File: config.mk
export PLATFORM = sky130hd
export DESIGN_NAME = arrow_input_decoder_flat
export DESIGN_NICKNAME = d
export VERILOG_FILES = /design/src/rtl/snake_pkg.sv /design/src/rtl/arrow_input_decoder_if.sv /design/src/rtl/button_debounce.sv /design/src/rtl/arrow_input_decoder.sv /design/src/flat_wrapper.sv
export SDC_FILE = /design/constraint.sdc
export NUM_CORES = 1
export LEC_CHECK = 0
export BUFFER_PORTS_ARGS = -buffer_cell sky130_fd_sc_hd__buf_2
export CORE_ASPECT_RATIO = 1.5
export CORE_MARGIN = 2
export CORE_UTILIZATION = 35
export DETAILED_ROUTE_END_ITERATION = 12
export GPL_TIMING_DRIVEN = 0
export PLACE_DENSITY_LB_ADDON = 0.05
export SYNTH_ARGS = -nofsm -noshare
export SYNTH_HDL_FRONTEND = slang
export SYNTH_SLANG_ARGS = --single-unit
File: constraint.sdc
create_clock -name clk -period 4.3 [get_ports clk]
set_input_delay 0.86 -clock clk [delete_from_list [all_inputs] [get_ports clk]]
set_output_delay 0.86 -clock clk [all_outputs]
set_load 0.05 [all_outputs]
File: src/rtl/snake_pkg.sv
// Shared snake-game definitions: direction codes, debounce states and the
// reversal helper used by both the input decoder and the game core.
package snake_pkg;

  localparam logic [1:0] DIR_UP    = 2'd0;
  localparam logic [1:0] DIR_DOWN  = 2'd1;
  localparam logic [1:0] DIR_LEFT  = 2'd2;
  localparam logic [1:0] DIR_RIGHT = 2'd3;

  typedef enum logic [1:0] {
    DB_RELEASED     = 2'd0,
    DB_PRESS_WAIT   = 2'd1,
    DB_HELD         = 2'd2,
    DB_RELEASE_WAIT = 2'd3
  } db_state_e;

  // Opposite directions differ only in bit 0 (up<->down, left<->right).
  function automatic logic [1:0] dir_opposite(input logic [1:0] d);
    return d ^ 2'b01;
  endfunction

endpackage

File: src/rtl/arrow_input_decoder_if.sv
// Board-button / game-core bundle of the arrow input decoder.
// The decoder is the slave; the game core (or bench) is the master.
interface arrow_input_decoder_if #(
  parameter int SEED_W = 26
);
  logic              arrow_up;
  logic              arrow_down;
  logic              arrow_left;
  logic              arrow_right;
  logic              step;
  logic [1:0]        arrow;
  logic [1:0]        dire;
  logic              dir_valid;
  logic [SEED_W-1:0] seed;

  modport master (
    output arrow_up, arrow_down, arrow_left, arrow_right, step,
    input  arrow, dire, dir_valid, seed
  );

  modport slave (
    input  arrow_up, arrow_down, arrow_left, arrow_right, step,
    output arrow, dire, dir_valid, seed
  );
endinterface

File: src/rtl/button_debounce.sv
// One board button: 2-flop synchroniser, polarity normalisation and a
// debounce FSM that emits a single-cycle press_evt per accepted press.
module button_debounce
  import snake_pkg::*;
#(
  parameter int DEBOUNCE_CYCLES = 100_000,
  parameter bit ACTIVE_LOW      = 1'b0
) (
  input  logic clk,
  input  logic reset,
  input  logic raw,
  output logic press_evt
);

  localparam int CNT_W = (DEBOUNCE_CYCLES > 1) ? $clog2(DEBOUNCE_CYCLES) : 1;
  localparam logic [CNT_W-1:0] CNT_LAST = CNT_W'(DEBOUNCE_CYCLES - 1);

  logic [1:0]       sync_r;
  logic             pressed_s;
  db_state_e        state_r;
  db_state_e        state_nxt_s;
  logic [CNT_W-1:0] cnt_r;
  logic [CNT_W-1:0] cnt_nxt_s;

  // Synchroniser clears to the pin's idle level so reset never looks like a press
  always_ff @(posedge clk) begin
    if (!reset) begin
      sync_r <= {2{ACTIVE_LOW}};
    end else begin
      sync_r <= {sync_r[0], raw};
    end
  end

  assign pressed_s = sync_r[1] ^ ACTIVE_LOW;

  // Debounce state and counter registers
  always_ff @(posedge clk) begin
    if (!reset) begin
      state_r <= DB_RELEASED;
      cnt_r   <= '0;
    end else begin
      state_r <= state_nxt_s;
      cnt_r   <= cnt_nxt_s;
    end
  end

  // Next-state logic; the counter stops at CNT_LAST, so it cannot wrap
  always_comb begin
    state_nxt_s = state_r;
    cnt_nxt_s   = cnt_r;
    press_evt   = 1'b0;
    case (state_r)
      DB_RELEASED: begin
        cnt_nxt_s = '0;
        if (pressed_s) begin
          state_nxt_s = DB_PRESS_WAIT;
        end else begin
          state_nxt_s = DB_RELEASED;
        end
      end
      DB_PRESS_WAIT: begin
        if (!pressed_s) begin
          state_nxt_s = DB_RELEASED;
          cnt_nxt_s   = '0;
        end else if (cnt_r == CNT_LAST) begin
          state_nxt_s = DB_HELD;
          cnt_nxt_s   = '0;
          press_evt   = 1'b1;
        end else begin
          cnt_nxt_s = cnt_r + CNT_W'(1);
        end
      end
      DB_HELD: begin
        cnt_nxt_s = '0;
        if (!pressed_s) begin
          state_nxt_s = DB_RELEASE_WAIT;
        end else begin
          state_nxt_s = DB_HELD;
        end
      end
      DB_RELEASE_WAIT: begin
        if (pressed_s) begin
          state_nxt_s = DB_HELD;
          cnt_nxt_s   = '0;
        end else if (cnt_r == CNT_LAST) begin
          state_nxt_s = DB_RELEASED;
          cnt_nxt_s   = '0;
        end else begin
          cnt_nxt_s = cnt_r + CNT_W'(1);
        end
      end
      default: begin
        state_nxt_s = DB_RELEASED;
        cnt_nxt_s   = '0;
      end
    endcase
  end

endmodule

File: src/rtl/arrow_input_decoder.sv
// Converts four raw arrow buttons into a pending direction for the snake
// core, rejecting reversals and harvesting press timing into a PRNG seed.
module arrow_input_decoder
  import snake_pkg::*;
#(
  parameter int                DEBOUNCE_CYCLES = 100_000,
  parameter int                SEED_W          = 26,
  parameter logic [SEED_W-1:0] SEED_INIT       = SEED_W'(26'h155_5555)
) (
  input  logic                  clk,
  input  logic                  reset,
  arrow_input_decoder_if.slave  bus
);

  logic [3:0]        evt_s;
  logic [1:0]        cand_s;
  logic [1:0]        ref_s;
  logic              accept_s;
  logic [SEED_W-1:0] seed_mix_s;

  logic [1:0]        arrow_r;
  logic [1:0]        dire_r;
  logic              dir_valid_r;
  logic [SEED_W-1:0] seed_r;
  logic [SEED_W-1:0] free_cnt_r;

  // evt_s is indexed by direction code so the priority order is up > down > left > right
  button_debounce #(.DEBOUNCE_CYCLES(DEBOUNCE_CYCLES), .ACTIVE_LOW(1'b1)) u_db_up (
    .clk(clk), .reset(reset), .raw(bus.arrow_up), .press_evt(evt_s[0])
  );
  button_debounce #(.DEBOUNCE_CYCLES(DEBOUNCE_CYCLES), .ACTIVE_LOW(1'b1)) u_db_down (
    .clk(clk), .reset(reset), .raw(bus.arrow_down), .press_evt(evt_s[1])
  );
  button_debounce #(.DEBOUNCE_CYCLES(DEBOUNCE_CYCLES), .ACTIVE_LOW(1'b0)) u_db_left (
    .clk(clk), .reset(reset), .raw(bus.arrow_left), .press_evt(evt_s[2])
  );
  button_debounce #(.DEBOUNCE_CYCLES(DEBOUNCE_CYCLES), .ACTIVE_LOW(1'b0)) u_db_right (
    .clk(clk), .reset(reset), .raw(bus.arrow_right), .press_evt(evt_s[3])
  );

  // Priority pick, reversal check against the direction in force this tick
  always_comb begin
    cand_s = DIR_RIGHT;
    if (evt_s[0]) begin
      cand_s = DIR_UP;
    end else if (evt_s[1]) begin
      cand_s = DIR_DOWN;
    end else if (evt_s[2]) begin
      cand_s = DIR_LEFT;
    end else begin
      cand_s = DIR_RIGHT;
    end
    ref_s      = bus.step ? arrow_r : dire_r;
    accept_s   = (|evt_s) && (cand_s != dir_opposite(ref_s));
    seed_mix_s = seed_r ^ free_cnt_r;
  end

  // Direction registers, free-running counter and seed harvest
  always_ff @(posedge clk) begin
    if (!reset) begin
      arrow_r     <= DIR_UP;
      dire_r      <= DIR_UP;
      dir_valid_r <= 1'b0;
      seed_r      <= SEED_INIT;
      free_cnt_r  <= '0;
    end else begin
      free_cnt_r <= free_cnt_r + SEED_W'(1);
      if (bus.step) begin
        dire_r <= arrow_r;
      end
      if (accept_s && (cand_s != arrow_r)) begin
        arrow_r     <= cand_s;
        dir_valid_r <= 1'b1;
      end else begin
        dir_valid_r <= 1'b0;
      end
      // A zero seed would lock up the PRNG, so fall back to the reset value
      if (|evt_s) begin
        seed_r <= (seed_mix_s == '0) ? SEED_INIT : seed_mix_s;
      end
    end
  end

  assign bus.arrow     = arrow_r;
  assign bus.dire      = dire_r;
  assign bus.dir_valid = dir_valid_r;
  assign bus.seed      = seed_r;

endmodule

File: src/flat_wrapper.sv
// flat-port wrapper written by rule: the top's interface ports become plain ports
module arrow_input_decoder_flat import snake_pkg::*;
#(
  parameter int                DEBOUNCE_CYCLES = 100_000,
  parameter int                SEED_W          = 26,
  parameter logic [SEED_W-1:0] SEED_INIT       = SEED_W'(26'h155_5555)
)
  (clk, reset, bus_arrow_up, bus_arrow_down, bus_arrow_left, bus_arrow_right, bus_step, bus_arrow, bus_dire, bus_dir_valid, bus_seed);
  arrow_input_decoder_if #(.SEED_W(SEED_W)) bus_i ();
  input  logic clk;
  input  logic reset;
  input wire logic [$bits(bus_i.arrow_up)-1:0] bus_arrow_up;
  input wire logic [$bits(bus_i.arrow_down)-1:0] bus_arrow_down;
  input wire logic [$bits(bus_i.arrow_left)-1:0] bus_arrow_left;
  input wire logic [$bits(bus_i.arrow_right)-1:0] bus_arrow_right;
  input wire logic [$bits(bus_i.step)-1:0] bus_step;
  output wire logic [$bits(bus_i.arrow)-1:0] bus_arrow;
  output wire logic [$bits(bus_i.dire)-1:0] bus_dire;
  output wire logic [$bits(bus_i.dir_valid)-1:0] bus_dir_valid;
  output wire logic [$bits(bus_i.seed)-1:0] bus_seed;
  assign bus_i.arrow_up = bus_arrow_up;
  assign bus_i.arrow_down = bus_arrow_down;
  assign bus_i.arrow_left = bus_arrow_left;
  assign bus_i.arrow_right = bus_arrow_right;
  assign bus_i.step = bus_step;
  assign bus_arrow = bus_i.arrow;
  assign bus_dire = bus_i.dire;
  assign bus_dir_valid = bus_i.dir_valid;
  assign bus_seed = bus_i.seed;
  arrow_input_decoder #(.DEBOUNCE_CYCLES(DEBOUNCE_CYCLES), .SEED_W(SEED_W), .SEED_INIT(SEED_INIT)) u_core (.clk(clk), .reset(reset), .bus(bus_i));
endmodule
# Yosys cells after proc, flatten, opt, wreduce, memory -nomap -nowiden
# Cells that the tools add are included.
[word_totals]
in_bits = 7
out_inout_bits = 31
register_bits = 141
[classes]
n_mux = 62
n_eq_ne = 26
n_addsub = 5
reduce_logical = 16
n_bitwise = 2
[ops]
columns = ["cell", "count"]
rows = [
  ["$mux 17", 12],
  ["$pmux 17 s3", 4],
  ["$add 17x1->17 const B", 4],
  ["$eq 17x17->1 const B", 4],
  ["$mux 2", 19],
  ["$pmux 2 s4", 4],
  ["$add 26x1->26 const B", 1],
  ["$logic_not 26->1", 1],
  ["$mux 26", 1],
  ["$xor 26x26->26", 1],
  ["$ne 3x3->1 const B", 8],
  ["$mux 1", 22],
  ["$eq 2x2->1 const B", 8],
  ["$eq 2x1->1 const B", 4],
  ["$logic_not 2->1", 4],
  ["$reduce_and 2->1", 4],
  ["$reduce_or 2->1", 4],
  ["$ne 2x2->1", 2],
  ["$reduce_or 4->1", 1],
  ["$logic_and 1x1->1", 2],
  ["$not 1->1", 1],
]

# Longest topological paths before layout
# Gate-level depths: netlist of the first run.
[depth]
ltp_word = 11
depth_mapped = 10
mapped_depth_nobuf = 8

# By module
# A second synthesis of the first run with hierarchy kept.
[unflattened]
cells_unflattened = 722
area_unflattened_um2 = 6486.2
[by_module_without_submodules]
columns = ["mod", "area_per_inst_um2", "cells_per_inst", "n_inst"]
rows = [
  ["arrow_input_decoder", 2692.6, 313, 1],
  ["button_debounce (u_core.u_db_left ...)", 975.9, 106, 2],
  ["button_debounce (u_core.u_db_down)", 922.1, 98, 1],
  ["button_debounce (u_core.u_db_up)", 919.6, 99, 1],
]

# Least setup slack after synthesis of the first run
# Ideal clock, no wire load.
[synth_timing]
kind = "register -> register"
start = "register u_core.arrow_r[0], in the netlist u_core.bus.arrow[0]"
end = "register u_core.arrow_r[1], in the netlist u_core.bus.arrow[1]"
arrival_time_ns = 2.255
setup_ns = 0.070
setup_slack_ns = 1.975
required_time_ns = 4.230
n_path_buf = 1
stages_incl_launch_ff = 7
path_cell_list = "dfxtp_1 clkdlybuf4s50_1 o22ai_1 o2111ai_2 and2_1 or3b_1 a21boi_1"
[synth_via]
elab_chain_cells = 5
word_cells_on_any_way = 6
[synth_rtl]
columns = ["item", "line", "source"]
rows = [
  ["start, declared", "arrow_input_decoder.sv:21", "logic [1:0] arrow_r;"],
  ["start signal, assigned", "arrow_input_decoder.sv:72", "arrow_r <= cand_s;"],
  ["$mux 2", "arrow_input_decoder.sv:53", "ref_s = bus.step ? arrow_r : dire_r;"],
  ["$not 1->1 (no line)", "n/a", ""],
  ["$ne 2x2->1", "arrow_input_decoder.sv:54", "accept_s = (|evt_s) && (cand_s != dir_opposite(ref_s));"],
  ["$logic_and 1x1->1", "arrow_input_decoder.sv:54", ""],
  ["$logic_and 1x1->1 *", "arrow_input_decoder.sv:71", "if (accept_s && (cand_s != arrow_r)) begin"],
]
# Mark *: on every way between the ends. The rest lies on a longest branch, timed or not.
# A chain may end at the register's enable or synchronous reset.

# Final worst setup path of the first run
[layout_timing]
start = "register u_core.free_cnt_r[7]"
end = "register u_core.seed_r[16], in the netlist u_core.bus.seed[16]"
[layout_via]
elab_chain_cells = 3
[layout_rtl]
columns = ["item", "line", "source"]
rows = [
  ["start, declared", "arrow_input_decoder.sv:25", "logic [SEED_W-1:0] free_cnt_r;"],
  ["start signal, assigned", "arrow_input_decoder.sv:67", "free_cnt_r <= free_cnt_r + SEED_W'(1);"],
  ["$xor 26x26->26", "arrow_input_decoder.sv:55", "seed_mix_s = seed_r ^ free_cnt_r;"],
  ["$logic_not 26->1", "arrow_input_decoder.sv:79", "seed_r <= (seed_mix_s == '0) ? SEED_INIT : seed_mix_s;"],
  ["$mux 26", "arrow_input_decoder.sv:79", ""],
  ["end signal, assigned", "arrow_input_decoder.sv:79", ""],
  ["end, declared", "arrow_input_decoder.sv:24", "logic [SEED_W-1:0] seed_r;"],
]
# Every way passes these cells.

==> summary.md, run 1 <==
| Metric | Value |
|---|---|
| Status | complete, no violations |
| Core region area | 18500 um2 |
| Syn. warnings | 0 |
| # IOs | 38 |
| Cts repair resizes | 0 |
| Crit path arrival time | 3.06 ns |
| R2R Setup Slk | 1.59 ns |
| Clk root buf | clkbuf_16 |
| Synth Instances | 769 |
| Slowest stage delay, CP | 0.44 ns |
| Die Area | 19900 um2 |
| Initial core utilization | 35.5% |
| Top_reg_cell synth | dfxtp_1 |
| Sw frac | 20.3% |
| Die width | 116 um |
| CP Capture Type | flip-flop |
| Adder-cell area share of the yosys netlist | 0.953% |
| Post-synth EDFFs | 0 |
| Ratio of cells with drive above 1 in the final layout | 11.0% |
| HP Class | reg2reg |
| Die H | 172 um |
| Crit Reg-Reg Endpoint | u_core.bus.seed[16] |
| Slew margin rel. | 60.8% |
| Worst Hold Launch | u_core.u_db_up.sync_r[0] |
| PortBufs | 36 |
| Synth Area in XOR/XNOR | 14.8% |
| H-tree depth | 4 |
| Worst-case reg-to-reg path depth | 9 |
| Post-DR vias/cell | 4.80 |
| Gate power share | 1.3% |
| PD cells | 383 nW/um2 |
| Nets@finish | 836 |
| Hold Worst Slack | 0.411 ns |
| Gr usage total | 16.1% |
| Avg WL per Cell | 13.6 um |
| Sink Count | 141 |
| Post-synth net total | 781 |
| Detailed Route WL | 14.9 mm |
| Mapped Area | 6560 um2 |
| Sequential group share of total power | 44.8% |
| Clock slew at the register clock pins of the worst setup and hold paths | 0.06 ns |
| Crit path kind | reg2reg |
| FP Rows | 61 |
| Crit-path slowest cell | nor4_1 |
| DP HPWL | 10.9 mm |
| Cts hold-fix bufs | 0 |
| CTS Buf Count | 17 |
| Residual DRC | 0 |
| Antenna Cells | 0 |
| Clock Tree Buf Depth | 2 |
| Worst VDD drop | 0.187 mV |
| Pleak | 2.67 nW |
| First-pass GRT wire length | 25.1 mm |
| Largest family of logic cells by synthesized area | simple AND/OR/NAND/NOR gates |
| Detailed Routing Iterations Pass 1 | 4 |
| Total power | 2.94 mW |
| Crit path from | u_core.free_cnt_r[7] |
| Max Fclk | 368 MHz |
| Synth Area in Compound Gates | 7.36% |
| Async SR Flop Fraction | 0% |
| Antenna violations before repair | 0 |
| Syn-to-layout area delta | 17.2% |
| Clock power frac | 53.9% |
| Critical-path maximum fanout | 10 |
| Skew final | 0.00873 ns |
| Critical Path, Cell by Cell | clkbuf_1 -> xor2_1 -> nor4_1 -> nand4_1 -> clkbuf_1 -> nand2_1 -> clkbuf_1 -> nor2_1 -> o21ai_0 |
| Post-CTS setup buffers | 0 |
| Post-Route Setup TNS | 0 ns |
| Hold Path Sink | u_core.u_db_up.sync_r[1] |
| Setup violators final | 0 |
| Flops & latches, synth | 141 |
| R2r startpoint | u_core.free_cnt_r[7] |
| Slew Viols, Final | 0 |
| Mean area per synthesized cell | 8.53 um2 |
| Post-synthesis mux area share | 0.477% |
| CTS tree | done |
| Routed vias | 5232 |
| Antenna-violating nets left | 0 |
| Hold path depth | 1 |
| Worst path required time | 4.64 ns |
| Final min period | 2.71 ns |
| Critical Path Start Type | flip-flop |
| GP Congestion | 0.784 |
| Worst slew pin tran | 0.588 ns |
| Clock latency on the worst-skew pair | 0.42 ns |
| Register area share after synthesis | 43.0% |
| Total grt overflow | 0 |
| Vias in the first global route | 5121 |
| Number of distinct library cells after synthesis | 59 |
| Initial DRC Count | 190 |
| RSZ-0062 raised after global routing | no |
| Cell mode on critical path | clkbuf_1 |
| Internal Pwr Total | 2.35 mW |
| Post-Synth Simple-Gate Area | 30.3% |
| Max_cap viols | 0 |
| Largest net degree at the start of global routing | 17 |
| Net switching power | 0.598 mW |
| Fin crit share | 63.1% |
| Final Hold Fails | 0 |
==> state kept, by name, indices dropped and copies added (netlist names), 2 cells and up, named ones only <==
register	cells
u_core.bus.seed	26
u_core.free_cnt_r	26
u_core.u_db_down.cnt_r	17
u_core.u_db_left.cnt_r	17
u_core.u_db_right.cnt_r	17
u_core.u_db_up.cnt_r	17
u_core.bus.arrow	2
u_core.bus.dire	2
u_core.u_db_down.sync_r	2
u_core.u_db_left.sync_r	2
u_core.u_db_right.sync_r	2
u_core.u_db_up.sync_r	2
==> cell usage after synthesis, drive strengths merged, types with 5 or more instances <==
master	n	share of area (%)
nor3	11	0.92
o21ai	34	2.6
nand2	82	4.8
a21oi	22	1.7
and3	10	0.95
a21boi	14	1.6
dfxtp	141	43
and4	10	1.4
inv	16	0.92
nand4	22	2.2
xor2	68	9.1
nor2	99	5.7
nand2b	17	1.6
and2	26	2.5
nor2b	17	1.6
clkbuf	28	1.8
or3	18	1.7
nand3	35	2.7
nor4	11	1.2
xnor2	43	5.7
ha	5	0.95
==> per-stage QoR <==
stage | worst slack, ns | area [um2] | utilization (%) | std cells
after CTS | 1.50 | 7690 | 41.6 | 1089
final | 1.59 | 7690 | 41.6 | 1089
after global placement | 1.50 | 7060 | 38.2 | 1057
after global routing | 1.14 | 7690 | 41.6 | 1089
after detailed placement | 1.52 | 7060 | 38.2 | 1057
after floorplan | 1.98 | 6560 | - | 769
==> critical path, delay by kind of cell (launching register included) <==
kind                      cells  cell delay [ns]
buffers and inverters         3             1.00
xor gates and xnor gates      1             0.12
and+or+nand+nor               4             1.05
DFF                           1             0.30
AOI/OAI and AO/OA             1             0.16
==> final cells by class <==
| type | instances | area (um2) |
|---|---|---|
| sequential | 141 | 2820 |
| multi-input combinational | 580 | 3540 |
| timing repair buffer | 36 | 180 |
| fill | 1907 | 10800 |
| tap | 252 | 315 |
| buffer | 32 | 143 |
| clock inverter | 10 | 160 |
| inverter | 16 | 60.1 |
| clock buffer | 22 | 474 |
==> metal layers <==
layer / vias to the layer above / wire (um) / global-route usage (%)
li1: 2696 / - / -
met1: 2471 / 6560 / 18.4
met2: 52 / 7640 / 28.8
met3: 13 / 462 / 3.88
met4: 0 / 191 / 5.59
met5: - / 0 / 0
==> power by group through the flow <==
stage	sequential, mW	combinational, mW	clock [mW]
after floorplan	1.35	0.0253	0
after global placement	1.35	0.0391	0
after detailed placement	1.35	0.0398	0
after CTS	1.32	0.0402	1.63
after global routing	1.32	0.0441	1.68
final	1.32	0.0384	1.59
==> cell usage in the layout, fill, tap and decap left out, types with 2 or more instances in the layout <==
cell type  synthesis  final
nor4_2             2      2
and3_1            10     10
nor2b_1           17     17
xnor2_1           43     43
nor2_1            99     99
or2_2              3      3
clkbuf_8           1      4
nand3_1           34     34
and4_2             2      2
o22ai_1            2      2
xor2_1            68     68
a21boi_1           2      2
inv_1             16     16
or3b_2             2      2
clkbuf_16          0     17
or3_1             17     17
nor4_1             9      9
mux2i_1            2      2
buf_2              2     38
and4_1             7      7
nor4bb_1           2      2
a31oi_1            2      2
nand2_1           81     81
o21ai_0           34     34
and4bb_2           2      2
clkinv_2           0      3
nand2b_1          17     17
a21oi_1           22     22
clkbuf_1          27     29
ha_1               5      5
nor3_1            10     10
dfxtp_1          141    141
nand4bb_1          2      2
a21boi_0          12     12
nand4_1           21     21
and3b_1            2      2
bufinv_16          0      4
a221oi_1           2      2
and2_1            26     26
==> cells by family after synthesis <==
group | after synthesis
XOR/XNOR | 111
buffers and inverters | 48
flip-flops | 141
multiplexers | 3
adder cells (fa/ha/maj) | 5
AND/OR/NAND/NOR | 379
AO/OA/AOI/OAI | 82
==> worst max-delay path by stage <==
stage,endpoint,slack (ns)
2_1_floorplan,u_core.bus.arrow[1],1.98
3_3_place_gp,u_core.bus.seed[8],1.50
3_5_place_dp,u_core.bus.seed[14],1.52
4_1_cts,u_core.bus.seed[14],1.50
5_1_grt,u_core.bus.seed[14],1.14
6_report,u_core.bus.seed[16],1.59
(Power assumes the default switching activity.)
==> run 2, diff against run 1 <==
==> constraint.sdc (replaced) <==
create_clock -name clk -period 2.25 [get_ports clk]
set_input_delay 0.45 -clock clk [delete_from_list [all_inputs] [get_ports clk]]
set_output_delay 0.45 -clock clk [all_outputs]
set_load 0.05 [all_outputs]
==> run 2 against run 1 <==
- flip-flop and latch count is the same
- cell count grew 0.73%
- sequential power grew 91%
- worst hold slack lost 0.19 ns
- utilization grew 1.6 points
- die area is the same
- clock skew grew 0.00065 ns
- routed wire length grew 2.3%
- highest routed layer unchanged
- largest cell class unchanged
- setup slack lost 1.5 ns
- combinational power grew 86%
- first-iteration DRC count grew 16%
- design area grew 3.8%
==> summary.md, run 2 (same netlist as run 1, synthesis figures left out) <==
| Metric | Value |
|---|---|
| Slew margin rel. | 57.9% |
| Setup violators final | 0 |
| R2r startpoint | u_core.u_db_right.cnt_r[1] |
| Max_cap viols | 0 |
| Total power | 5.47 mW |
| Crit path buf inv count | 0 |
| Hold path depth | 2 |
| Avg WL per Cell | 13.9 um |
| Cts hold-fix bufs | 0 |
| Worst VDD drop | 0.416 mV |
| Skew final | 0.00937 ns |
| First-pass GRT wire length | 25.3 mm |
| Antenna-violating nets left | 0 |
| Final std cells w/o fill | 1097 |
| Final min period | 2.20 ns |
| Worst-case reg-to-reg path depth | 8 |
| Antenna violations before repair | 0 |
| Fin crit share | 97.7% |
| Hold Path Sink | u_core.u_db_down.sync_r[0] |
| Largest net degree at the start of global routing | 17 |
| Most common cell after layout, fill and taps aside | dfxtp_1 |
| Sequential cell area in the final layout | 2850 um2 |
| Crit path kind | reg2reg |
| PD cells | 685 nW/um2 |
| Status | complete, no violations |
| HP Class | in2reg |
| Crit-path slowest cell | or4_4 |
| Worst path required time | 2.59 ns |
| Core region area | 18500 um2 |
| Clock Tree Buf Depth | 2 |
| Critical Path, Cell by Cell | ha_4 -> and4_4 -> nand2_4 -> or4_4 -> o2111ai_2 -> and2_1 -> or3b_1 -> a21boi_1 |
| GP Congestion | 0.788 |
| CTS tree | done |
| Slew Viols, Final | 0 |
| PortBufs | 36 |
| Crit Reg-Reg Endpoint | u_core.bus.arrow[1] |
| Multi-input logic area | 3720 um2 |
| Die width | 116 um |
| Commonest non-fill, non-tap cells in the layout | dfxtp_1, nor2_1, nand2_1 |
| Total grt overflow | 0 |
| Slowest stage delay, CP | 0.53 ns |
| Critical-path maximum fanout | 3 |
| Final Hold Fails | 0 |
| Pleak | 2.82 nW |
| Filler cells | 1893 |
| R2R Setup Slk | 0.05 ns |
| Initial DRC Count | 220 |
| Post-DR vias/cell | 4.81 |
| Die Area | 19900 um2 |
| Detailed Routing Iterations Pass 1 | 4 |
| Worst Hold Launch | bus_arrow_down |
| Vias in the first global route | 5131 |
| Crit path arrival time | 2.54 ns |
| # IOs | 38 |
| Routed vias | 5274 |
| Clock slew at the register clock pins of the worst setup and hold paths | 0.06 ns |
| DP HPWL | 10.9 mm |
| Clk root buf | clkbuf_16 |
| Worst slew pin tran | 0.631 ns |
| Critical Path Start Type | flip-flop |
| Gr usage total | 16.3% |
| H-tree depth | 4 |
| Ratio of cells with drive above 1 in the final layout | 18.6% |
| FP Rows | 61 |
| Hold Worst Slack | 0.225 ns |
| Sink Count | 141 |
| Post-Route Setup TNS | 0 ns |
| Residual DRC | 0 |
| Nets@finish | 844 |
| Critical path's top delay family | simple AND/OR/NAND/NOR gates |
| RSZ-0062 raised after global routing | yes |
| Detailed Route WL | 15.2 mm |
| Placed insts | 1057 |
| Instance count on the critical path | 8 |
| CP Capture Type | flip-flop |
| Initial core utilization | 35.5% |
| Antenna Cells | 0 |
| Die H | 172 um |
| CTS Buf Count | 17 |
| Clock latency on the worst-skew pair | 0.42 ns |
| Max Fclk | 455 MHz |
| Syn-to-layout area delta | 21.7% |
## run 2: cell types whose count changed in the layout (fill, tap and decap cells not counted), sizes merged
cell	previous run	this run
buf	39	59
bufinv	4	3
clkinv	4	5
clkinvlp	1	3
inv	17	16
clkbuf	50	37
## run 2: cell type report
class | count | area share, %
multi-input cells | 580 | 46.6
plain buffers | 21 | 1.49
inverters | 16 | 0.752
clock inverters | 11 | 1.77
flip-flops and latches | 141 | 35.7
repair buffers | 55 | 4.04
well taps | 252 | 3.95
clock buffers | 21 | 5.77
## run 2: through the flow
step	area, um2	setup WS [ns]	utilization (%)
floorplan	6560	0.0527	-
global placement	7060	-0.457	38.2
detailed placement	7060	-0.481	38.2
CTS	7840	-0.0207	42.4
global route	7980	-0.0521	43.2
finish	7980	0.0521	43.2
## run 2: layer usage
metal / global-route usage [%] / routed length [um] / vias up
li1: - / - / 2720
met1: 19.1 / 6640 / 2485
met2: 28.6 / 7860 / 58
met3: 4.44 / 469 / 11
met4: 5.23 / 228 / 0
met5: 0 / 0 / -
## run 2: worst register-to-register path, stage by stage (launching register included)
cell and delay [ns]:
dfxtp_2 0.36, ha_4 0.13, and4_4 0.22, nand2_4 0.05, or4_4 0.53, o2111ai_2 0.20, and2_1 0.16, or3b_1 0.35
a21boi_1 0.13
## run 2: what timing repair did
action / in CTS / in global routing
setup buffers: 10 / 8
endpoints found under the setup margin: 54 / 62
cloned: 0 / 1
hold endpoints to repair: 0 / 0
resized for setup: 30 / 39
pin swaps: 11 / 13
## run 2: worst max path at each step
stage / start / to / slack (ns)
after global placement: u_core.free_cnt_r[17] / u_core.bus.seed[8] / -0.46
after detailed placement: u_core.free_cnt_r[18] / u_core.bus.seed[8] / -0.48
after CTS: u_core.u_db_right.cnt_r[1] / u_core.bus.arrow[1] / -0.02
after floorplan: u_core.u_db_right.cnt_r[0] / u_core.bus.arrow[1] / 0.05
final: u_core.u_db_right.cnt_r[1] / u_core.bus.arrow[1] / 0.05
after global routing: u_core.u_db_down.cnt_r[1] / u_core.bus.arrow[1] / -0.05
## run 2: report_power, final
part	switching, mW	internal (mW)	leakage [nW]
logic	0.0405	0.0311	1.38
clock network	1.08	1.80	0.289
registers	0.0129	2.51	1.15
total	1.14	4.33	2.82
